File: src/rtl/alu_result_serializer.sv
// rtl/alu_result_serializer.sv - splits a registered ALU result into UART-width frames over valid/ready
module alu_result_serializer #(
    parameter int DATA_WIDTH   = 8,
    parameter int RESULT_WIDTH = 16,
    parameter int MSB_FIRST    = 0,
    parameter int GAP_CYCLES   = 0
) (
    input  logic                    clk,
    input  logic                    rst,
    input  logic [RESULT_WIDTH-1:0] RESULT,
    input  logic                    RESULT_VLD,
    input  logic                    TX_RDY,
    input  logic                    CLR_OVR,
    output logic [DATA_WIDTH-1:0]   TX_DATA,
    output logic                    TX_VLD,
    output logic                    BUSY,
    output logic                    DONE,
    output logic                    OVERRUN
);

    localparam int NUM_FRAMES = RESULT_WIDTH / DATA_WIDTH;
    localparam int IDX_W      = (NUM_FRAMES > 1) ? $clog2(NUM_FRAMES) : 1;

    localparam logic [IDX_W-1:0] LAST_IDX = IDX_W'(NUM_FRAMES - 1);
    localparam logic [7:0]       GAP_LOAD = 8'(GAP_CYCLES);

    typedef enum logic [1:0] {
        IDLE = 2'd0,
        SEND = 2'd1,
        GAP  = 2'd2
    } state_t;

    state_t                  state;
    logic [RESULT_WIDTH-1:0] hold;
    logic [IDX_W-1:0]        idx;
    logic [7:0]              gap_cnt;

    // Frame k in transmit order; MSB_FIRST reverses the slice order.
    function automatic logic [DATA_WIDTH-1:0] frame_of(
        input logic [RESULT_WIDTH-1:0] word,
        input int                      k
    );
        int sel;
        sel = (MSB_FIRST != 0) ? (NUM_FRAMES - 1 - k) : k;
        return word[sel*DATA_WIDTH +: DATA_WIDTH];
    endfunction

    // Sticky overrun: any new result outside IDLE is dropped; a same-edge set beats the clear.
    always_ff @(posedge clk) begin
        if (rst) begin
            OVERRUN <= 1'b0;
        end else if (RESULT_VLD && (state != IDLE)) begin
            OVERRUN <= 1'b1;
        end else if (CLR_OVR) begin
            OVERRUN <= 1'b0;
        end
    end

    // Transfer FSM: capture in IDLE, present frames in SEND, optional idle spacing in GAP.
    always_ff @(posedge clk) begin
        if (rst) begin
            state   <= IDLE;
            hold    <= '0;
            idx     <= '0;
            gap_cnt <= '0;
            TX_DATA <= '0;
            TX_VLD  <= 1'b0;
            BUSY    <= 1'b0;
            DONE    <= 1'b0;
        end else begin
            DONE <= 1'b0;
            case (state)
                IDLE: begin
                    if (RESULT_VLD) begin
                        hold    <= RESULT;
                        idx     <= '0;
                        TX_DATA <= frame_of(RESULT, 0);
                        TX_VLD  <= 1'b1;
                        BUSY    <= 1'b1;
                        state   <= SEND;
                    end
                end
                SEND: begin
                    if (TX_VLD && TX_RDY) begin
                        if (idx == LAST_IDX) begin
                            TX_VLD <= 1'b0;
                            BUSY   <= 1'b0;
                            DONE   <= 1'b1;
                            idx    <= '0;
                            state  <= IDLE;
                        end else begin
                            idx <= idx + 1'b1;
                            if (GAP_CYCLES == 0) begin
                                TX_DATA <= frame_of(hold, int'(idx) + 1);
                            end else begin
                                TX_VLD  <= 1'b0;
                                gap_cnt <= GAP_LOAD;
                                state   <= GAP;
                            end
                        end
                    end
                end
                GAP: begin
                    // idx already points at the next frame; the count ends the gap at 1.
                    if (gap_cnt <= 8'd1) begin
                        gap_cnt <= '0;
                        TX_DATA <= frame_of(hold, int'(idx));
                        TX_VLD  <= 1'b1;
                        state   <= SEND;
                    end else begin
                        gap_cnt <= gap_cnt - 8'd1;
                    end
                end
                default: begin
                    state  <= IDLE;
                    TX_VLD <= 1'b0;
                    BUSY   <= 1'b0;
                end
            endcase
        end
    end

endmodule
File: config.mk
export PLATFORM = sky130hd
export DESIGN_NAME = alu_result_serializer
export DESIGN_NICKNAME = d
export VERILOG_FILES = /design/src/rtl/alu_result_serializer.sv
export SDC_FILE = /design/constraint.sdc
export NUM_CORES = 1
export LEC_CHECK = 0
export ABC_AREA = 0
export CORE_UTILIZATION = 35
export CTS_CLUSTER_DIAMETER = 150
export DETAILED_ROUTE_END_ITERATION = 7
export GPL_TIMING_DRIVEN = 0
export PLACE_DENSITY = 0.64
export SETUP_SLACK_MARGIN = 0.1
export SLEW_MARGIN = 20
export SYNTH_ARGS = -nofsm -noshare
export SYNTH_HDL_FRONTEND = slang
export SYNTH_SLANG_ARGS = --single-unit
File: constraint.sdc
create_clock -name clk -period 2.7 [get_ports clk]
set_input_delay 0.27 -clock clk [delete_from_list [all_inputs] [get_ports clk]]
set_output_delay 0.27 -clock clk [all_outputs]
set_load 0.05 [all_outputs]
== After elaboration in Yosys (flattened, before gate mapping) ==
Index checks and enable logic that the tools add are counted.

* Reductions and logical operators: 13
* Add/subtract/negate cells: 3
* Magnitude comparators: 1
* Muxes and demuxes: 24
* Equal/unequal tests: 7
* Bitwise operators: 3
* Shift operators: 2

{| class="wikitable"
|+ Operator list
! cell !! number
|-
| 8-bit 2-to-1 mux || 5
|-
| 8-bit one-hot mux with 3 select lines || 1
|-
| 16-bit by 5-bit variable part select with 8-bit output || 1
|-
| 16-bit by 6-bit variable part select with 8-bit output || 1
|-
| 1-bit 2-to-1 mux || 10
|-
| 2-bit inequality test (second input constant) || 5
|-
| 8-bit by 1-bit <= comparator with 1-bit output (second input constant) || 1
|-
| 2-bit 2-to-1 mux || 4
|-
| 4-bit AND reduction || 2
|-
| 8-bit by 1-bit subtractor with 8-bit output (second input constant) || 1
|-
| 1-bit one-hot mux with 3 select lines || 2
|-
| 2-bit one-hot mux with 3 select lines || 1
|-
| 2-bit nonzero test || 3
|-
| 5-bit AND reduction || 1
|-
| 1-bit NOT || 3
|-
| 3-bit AND reduction || 1
|-
| 3-bit nonzero test || 1
|-
| 3-bit OR reduction || 1
|-
| 1-bit by 1-bit adder with 2-bit output (second input constant) || 1
|-
| 2-bit by 1-bit equality test with 1-bit output (second input constant) || 1
|-
| 2-bit equality test (second input constant) || 1
|-
| 1-bit logical AND || 2
|-
| 2-bit logical NOT || 1
|-
| 1-bit one-hot mux with 2 select lines || 1
|-
| 2 further kinds || 2
|}

* Bits of input ports: 21
* Word-level logic and storage cells: 62
* Output and inout bits: 12
* Register bits after elaboration: 39

== Logic depth before layout (Yosys ltp) ==
Gate-level depths: netlist of run 1.

* Depth after elaboration: 5
* Depth in mapped cells: 6
* Depth with buffers taken out: 3

== Worst setup path after synthesis of run 1 ==
Ideal clock, no wire load.

* Path kind: flip-flop to flip-flop
* From: register TX_VLD
* To: register TX_DATA[1]
* Setup time: 119 ps
* Slack: 1,156 ps
* Cell stages (with the launch flop): 6
* Arrival time: 1,426 ps
* Period minus slack after synthesis: 1,544 ps
* Data required time: 2,581 ps
* Buffers on the path: 2
* Cell sequence: dfxtp_1 buf_4 nand2b_1 buf_4 nand2_4 o221a_2

* Longest elaborated chain between the ends: 3

{| class="wikitable"
|+ RTL lines
! what !! RTL line !! RTL
|-
| start, declared || 15 || <nowiki>output logic TX_VLD,</nowiki>
|-
| start signal, assigned || 67 || <nowiki>TX_VLD <= 1'b0;</nowiki>
|-
| start signal, assigned || 78 || <nowiki>TX_VLD <= 1'b1;</nowiki>
|-
| start signal, assigned || 86 || <nowiki>TX_VLD <= 1'b0;</nowiki>
|-
| 1-bit logical AND || 84 || <nowiki>if (TX_VLD && TX_RDY) begin</nowiki>
|-
| 2-bit inequality test (no source line) || - ||
|-
| 5-bit AND reduction (no source line) || - ||
|-
| end signal, assigned || 77 || <nowiki>TX_DATA <= frame_of(RESULT, 0);</nowiki>
|-
| end signal, assigned || 94 || <nowiki>TX_DATA <= frame_of(hold, int'(idx) + 1);</nowiki>
|-
| end signal, assigned || 107 || <nowiki>TX_DATA <= frame_of(hold, int'(idx));</nowiki>
|-
| end, declared || 14 || <nowiki>output logic [DATA_WIDTH-1:0] TX_DATA,</nowiki>
|}

No other way between the ends.
A chain may end at the register's enable or synchronous reset.

== Worst setup path in the final report of run 1 ==
* From: register TX_VLD
* To: output port TX_VLD

No word-level cell between the ends.

==> impl_metrics.ini, run 1 <==
[floorplan]
fp.dieH_microns = 50.1
rows = 17
core_sq_mm = 0.00219
dieArea_sq_mm = 0.00251
start_util_pct = 37.0
die_w_microns = 50.1
io_pins = 33

[critical_path]
cp.required_ps = 2430
crit_type = flop to output pin
arrival_ps = 1560
crit_fanout = 3
cp-end-kind = output pin
cp-startpoint = TX_VLD
worstSetupStartpointType = flop
rr_startpoint = TX_VLD

[route]
wl_per_cell_microns = 11.8
drtAntennaViolNets = 0
vias = 732
wl_microns = 1790
viasPerCell = 4.82
first_pass_iters = 4
drt_iter0_drc = 8
drcViolationCount = 0

[layout]
multi_input_area_sq_um = 328
fin_nets = 146
area_growth_pct = 47.1
num_antenna_cells = 0
utilization_pct = 54.4
nFillCells = 205
drive_gt1_share_pct = 16.1
final-seq-area_sq_um = 400
final_cell_count_no_fill = 152

[grt]
grt_overflow_total = 0
track_usage_pct = 14.4
grt_pass1_wl_microns = 2790
antenna_found_initial = 0
grt_pass1_vias = 620
grt_max_degree = 12

[status]
outcome = completed

[power_and_ir_drop]
comb_power_share_pct = 26.1
sequentialPowerShare_pct = 48.9
clkPwrFrac_pct = 25.1
swShare_pct = 28.8
power.density_mw_per_mm2 = 561
power.total_uw = 669
p_sw_uw = 193
power_leakage_nw = 0.477
p_int_uw = 476
ir_drop_uv = 311

[clocking]
htreeDepth = 1
cts_resized = 0
cts_hold_buf = 0
cts_root_buffer = clkbuf_4
cts.clk_slew.worst_paths_ps = 110
cts_setup_buffers = 0
clk_path_buf_depth = 2
numCtsBuffers = 3
clkLatencyLatePin_ps = 290
cts_sinks = 20
cts_tree = built

[sta]
finalSetupTns_ps = 0
relSlewSlack_pct = 66.1
period_share_pct = 67.8
rsz0062_at_grt = no
finalClockSkew_ps = 1.43
worstMarginPinSlew_ps = 508
maxSlewViolCount = 0
final-setup-viol-count = 0
fmax_ghz = 0.547
min_period_ps = 1830
hold_viol = 0

[flow_run]
max_cap_viol_count = 0

[logic_synthesis]
synth.largest_area_cell = dfxtp_1
yosys_warnings = 0
ys_seq_area_share_pct = 49.4
synth-seq-cells = 20
synthesis.area_sq_um = 811
synth.area.top_cells = dfxtp_1, a21oi_1, o221a_2, nand2_1, inv_1
synth.top_cell.area_share_pct = 49.4
synth_nets = 110
synthDistinctLibCells = 19
synthCells = 89
syn_avg_cell_area_sq_um = 9.11

[worst_hold_path]
hold_path.class = primary input to flop
hold_start = rst

[placement]
placed_cells = 148
hpwlAfterDp_microns = 1250
gp_congestion = 0.742
numPortBuffers = 31
==> stage by stage <==
step | setup slack (ps) | instance area [sq um] | hold WS [ps]
after global placement | 1150 | 1160 | 444
after CTS | 862 | 1190 | 375
after global routing | 826 | 1190 | 411
after detailed placement | 1120 | 1160 | 449
final | 870 | 1190 | 377
after floorplan | 1160 | 811 | 391
==> layer usage <==
layer  track usage [%]  up-vias  part of all wire (%)
met3              2.42        2                   4.6
met4              4.29        0                  0.67
li1                  -      374                     -
met1              18.1      340                    46
met2              24.9       16                    49
met5                 0        -                     0
==> final cells by class <==
| cell class | count | area share [%] |
|---|---|---|
| multi-input cells | 54 | 27.5 |
| clock buffers | 4 | 3.04 |
| plain buffers | 7 | 4.41 |
| inverters | 8 | 2.52 |
| flip-flops and latches | 20 | 33.6 |
| well taps | 28 | 2.94 |
| repair buffers | 31 | 26.0 |
==> power groups by stage <==
stage               logic [mW]  registers [mW]  clock network (mW)
finish                   0.174           0.327               0.168
global route             0.185           0.330               0.186
CTS                      0.176           0.327               0.175
detailed placement       0.176           0.334                   0
global placement         0.174           0.333                   0
floorplan               0.0610           0.378                   0
==> path summary, 6_finish.rpt <==
| path | end | slack (ps) | depth (start not counted) |
|---|---|---|---|
| setup / recovery | TX_VLD | 870 | 2 |
| hold / removal | DONE | 380 | 2 |
| setup reg to reg | TX_DATA[3] | 1420 | 5 |
| hold reg to reg | hold[15] | 460 | 2 |
==> cell usage in the layout (no fill, tap or decap) <==
| master | netlist | final |
|---|---|---|
| inv_1 | 8 | 8 |
| nor2_1 | 2 | 2 |
| clkbuf_8 | 0 | 1 |
| o221a_1 | 2 | 2 |
| o21ai_0 | 1 | 1 |
| clkdlybuf4s50_1 | 0 | 31 |
| nor2b_1 | 1 | 1 |
| clkbuf_1 | 2 | 2 |
| buf_6 | 2 | 2 |
| dfxtp_1 | 20 | 20 |
| nand3_1 | 1 | 1 |
| nand2_4 | 1 | 1 |
| nand2_1 | 17 | 17 |
| buf_4 | 3 | 3 |
| a311oi_1 | 1 | 1 |
| a21oi_1 | 16 | 16 |
| nand3b_2 | 1 | 1 |
| nand2b_1 | 2 | 2 |
| o221a_2 | 6 | 6 |
| nor2b_2 | 1 | 1 |
| a21oi_2 | 2 | 2 |
| clkbuf_4 | 0 | 3 |
==> synth_stat cells <==
cell and n:
a21oi_1 16, nand3b_2 1, buf_6 2, nor2_1 2, nor2b_1 1, a311oi_1 1
nand2b_1 2, buf_4 3, nand3_1 1, o221a_1 2, a21oi_2 2, nor2b_2 1
dfxtp_1 20, o221a_2 6, clkbuf_1 2, nand2_1 17, nand2_4 1, inv_1 8
o21ai_0 1
==> sequential cells by signal, indices dropped and copies added (netlist names) <==
name     count
DONE         1
TX_DATA      8
idx          1
TX_VLD       1
hold         8
OVERRUN      1
==> critical path, stage by stage, from the launching register on <==
cell and delay (ps):
dfxtp_1 370, buf_4 120, clkdlybuf4s50_1 790
==> logic make-up after synthesis <==
family | count (synthesis) | synth area share, %
AOI/OAI and AO/OA | 28 | 24.8
buffers and inverters | 15 | 10.2
DFF | 20 | 49.4
and+or+nand+nor | 26 | 15.6
Note: power is estimated with default switching activity, not from simulation.
==> run 2: changes to the inputs <==
==> constraint.sdc (replaced) <==
create_clock -name clk -period 1.8 [get_ports clk]
set_input_delay 0.18 -clock clk [delete_from_list [all_inputs] [get_ports clk]]
set_output_delay 0.18 -clock clk [all_outputs]
set_load 0.05 [all_outputs]
==> run 2 against run 1 <==
Compared with the run above:
- sequential power up 50%
- combinational power up 49%
- register-to-register slack worse by 900 ps
- count of clock-buffer cells in the layout unchanged
- setup slack worse by 720 ps
- routed wire length up 0.17%
- largest cell class unchanged
- flip-flop and latch count unchanged
- clock skew about the same
==> impl_metrics.ini, run 2 (synthesis gave the netlist of run 1 again) <==
[power_and_ir_drop]
comb_power_share_pct = 26.0
ir_drop_uv = 466
power_leakage_nw = 0.495
power.density_mw_per_mm2 = 839
power.total_mw = 1.00
p_sw_uw = 289
clkPwrFrac_pct = 25.1
sequentialPowerShare_pct = 48.9
swShare_pct = 28.9
p_int_uw = 713

[placement]
hpwlAfterDp_microns = 1250
placed_cells = 148
numPortBuffers = 31
gp_congestion = 0.742
dp_slack_ps = 312

[clocking]
clkLatencyLatePin_ps = 290
cts_sinks = 20
cts_tree = built
numCtsBuffers = 3
cts_root_buffer = clkbuf_4
htreeDepth = 1
cts.clk_slew.worst_paths_ps = 110
clk_path_buf_depth = 2
cts_hold_buf = 0

[layout]
area_growth_pct = 47.2
num_antenna_cells = 0
fin_nets = 146
final_cell_count_no_fill = 152
layout_common_cells = clkdlybuf4s50_1, dfxtp_1, nand2_1, a21oi_1, inv_1
final_common_cell = clkdlybuf4s50_1
reg.largest.list = TX_DATA (8), hold (8)
drive_gt1_share_pct = 16.1

[critical_path]
cp.buffers_inverters = 1
crit_fanout = 3
slowest_stage = clkdlybuf4s50_1
crit_type = flop to output pin
crit_chain = clkdlybuf4s50_1
worstSetupStartpointType = flop
arrival_ps = 1470
cpLargestDelayFamily = buffers and inverters
cp-end-kind = output pin
cp.required_ps = 1620
max_stage_delay_ps = 810

[sta]
fin_hold_ws_ps = 286
hold_viol = 0
fmax_ghz = 0.607
period_share_pct = 91.6
finalWorstSetupSlack_ps = 152
min_period_ps = 1650
final-setup-viol-count = 0
rsz0062_at_grt = no
finalClockSkew_ps = 1.38
worstMarginPinSlew_ps = 509
relSlewSlack_pct = 66.1
maxSlewViolCount = 0
finalSetupTns_ps = 0

[floorplan]
fp.dieH_microns = 50.1
rows = 17
dieArea_sq_mm = 0.00251
die_w_microns = 50.1
core_sq_mm = 0.00219
io_pins = 33
start_util_pct = 37.0

[grt]
antenna_found_initial = 0
track_usage_pct = 14.5
grt_overflow_total = 0
grt_pass1_wl_microns = 2790
grt_max_degree = 12
grt_pass1_vias = 620

[route]
drt_iter0_drc = 8
vias = 732
wl_microns = 1790
wl_per_cell_microns = 11.8
drtAntennaViolNets = 0
drcViolationCount = 0
viasPerCell = 4.82
first_pass_iters = 4

[worst_hold_path]
hold_path.class = primary input to flop

[status]
outcome = completed

[flow_run]
max_cap_viol_count = 0
==> run 2: cell types whose count changed in the layout (fill, tap and decap cells not counted) <==
| cell | change |
|---|---|
| clkdlybuf4s50_1 | -2 |
| dlygate4sd2_1 | +1 |
| dlymetal6s2s_1 | +1 |
==> run 2: what timing repair did <==
item,in CTS,in global routing
buffers inserted,0,0
resized for setup,1,1
endpoints found under the setup margin,1,1
==> run 2: area by class of cell <==
cell class,count,area (sq um)
repair buffers,31,312
multi-input cells,54,328
inverters,8,30.0
plain buffers,7,52.6
clock buffers,4,36.3
fillers,205,997
well taps,28,35.0
flip-flops and latches,20,400
==> run 2: worst paths after layout <==
check | endpoint | depth (start not counted) | slack [ps] | start
hold / removal | DONE | 2 | 290 | rst
setup / recovery | BUSY | 1 | 150 | TX_VLD
hold reg to reg | hold[15] | 2 | 460 | hold[15]
setup reg to reg | TX_DATA[3] | 5 | 520 | TX_VLD
==> run 2: power groups by stage <==
stage	clock network [mW]	registers (mW)	logic [mW]
2_1_floorplan	0	0.568	0.0915
3_3_place_gp	0	0.500	0.261
3_5_place_dp	0	0.500	0.264
4_1_cts	0.263	0.490	0.263
5_1_grt	0.279	0.495	0.276
6_report	0.251	0.490	0.260
==> run 2: per-stage QoR <==
stage                     instance area (sq um)  util, %
after CTS                                  1190     54.4
after floorplan                             811        -
after global routing                       1190     54.5
final                                      1190     54.5
after detailed placement                   1160     52.8
after global placement                     1160     52.8
==> run 2: metal layers <==
metal  up-vias  wire length [microns]  track usage [%]
li1        374                      -                -
met1       340                    818             18.1
met2        16                    876             25.1
met5         -                      0                0
met3         2                     83             2.42
met4         0                     12             4.29
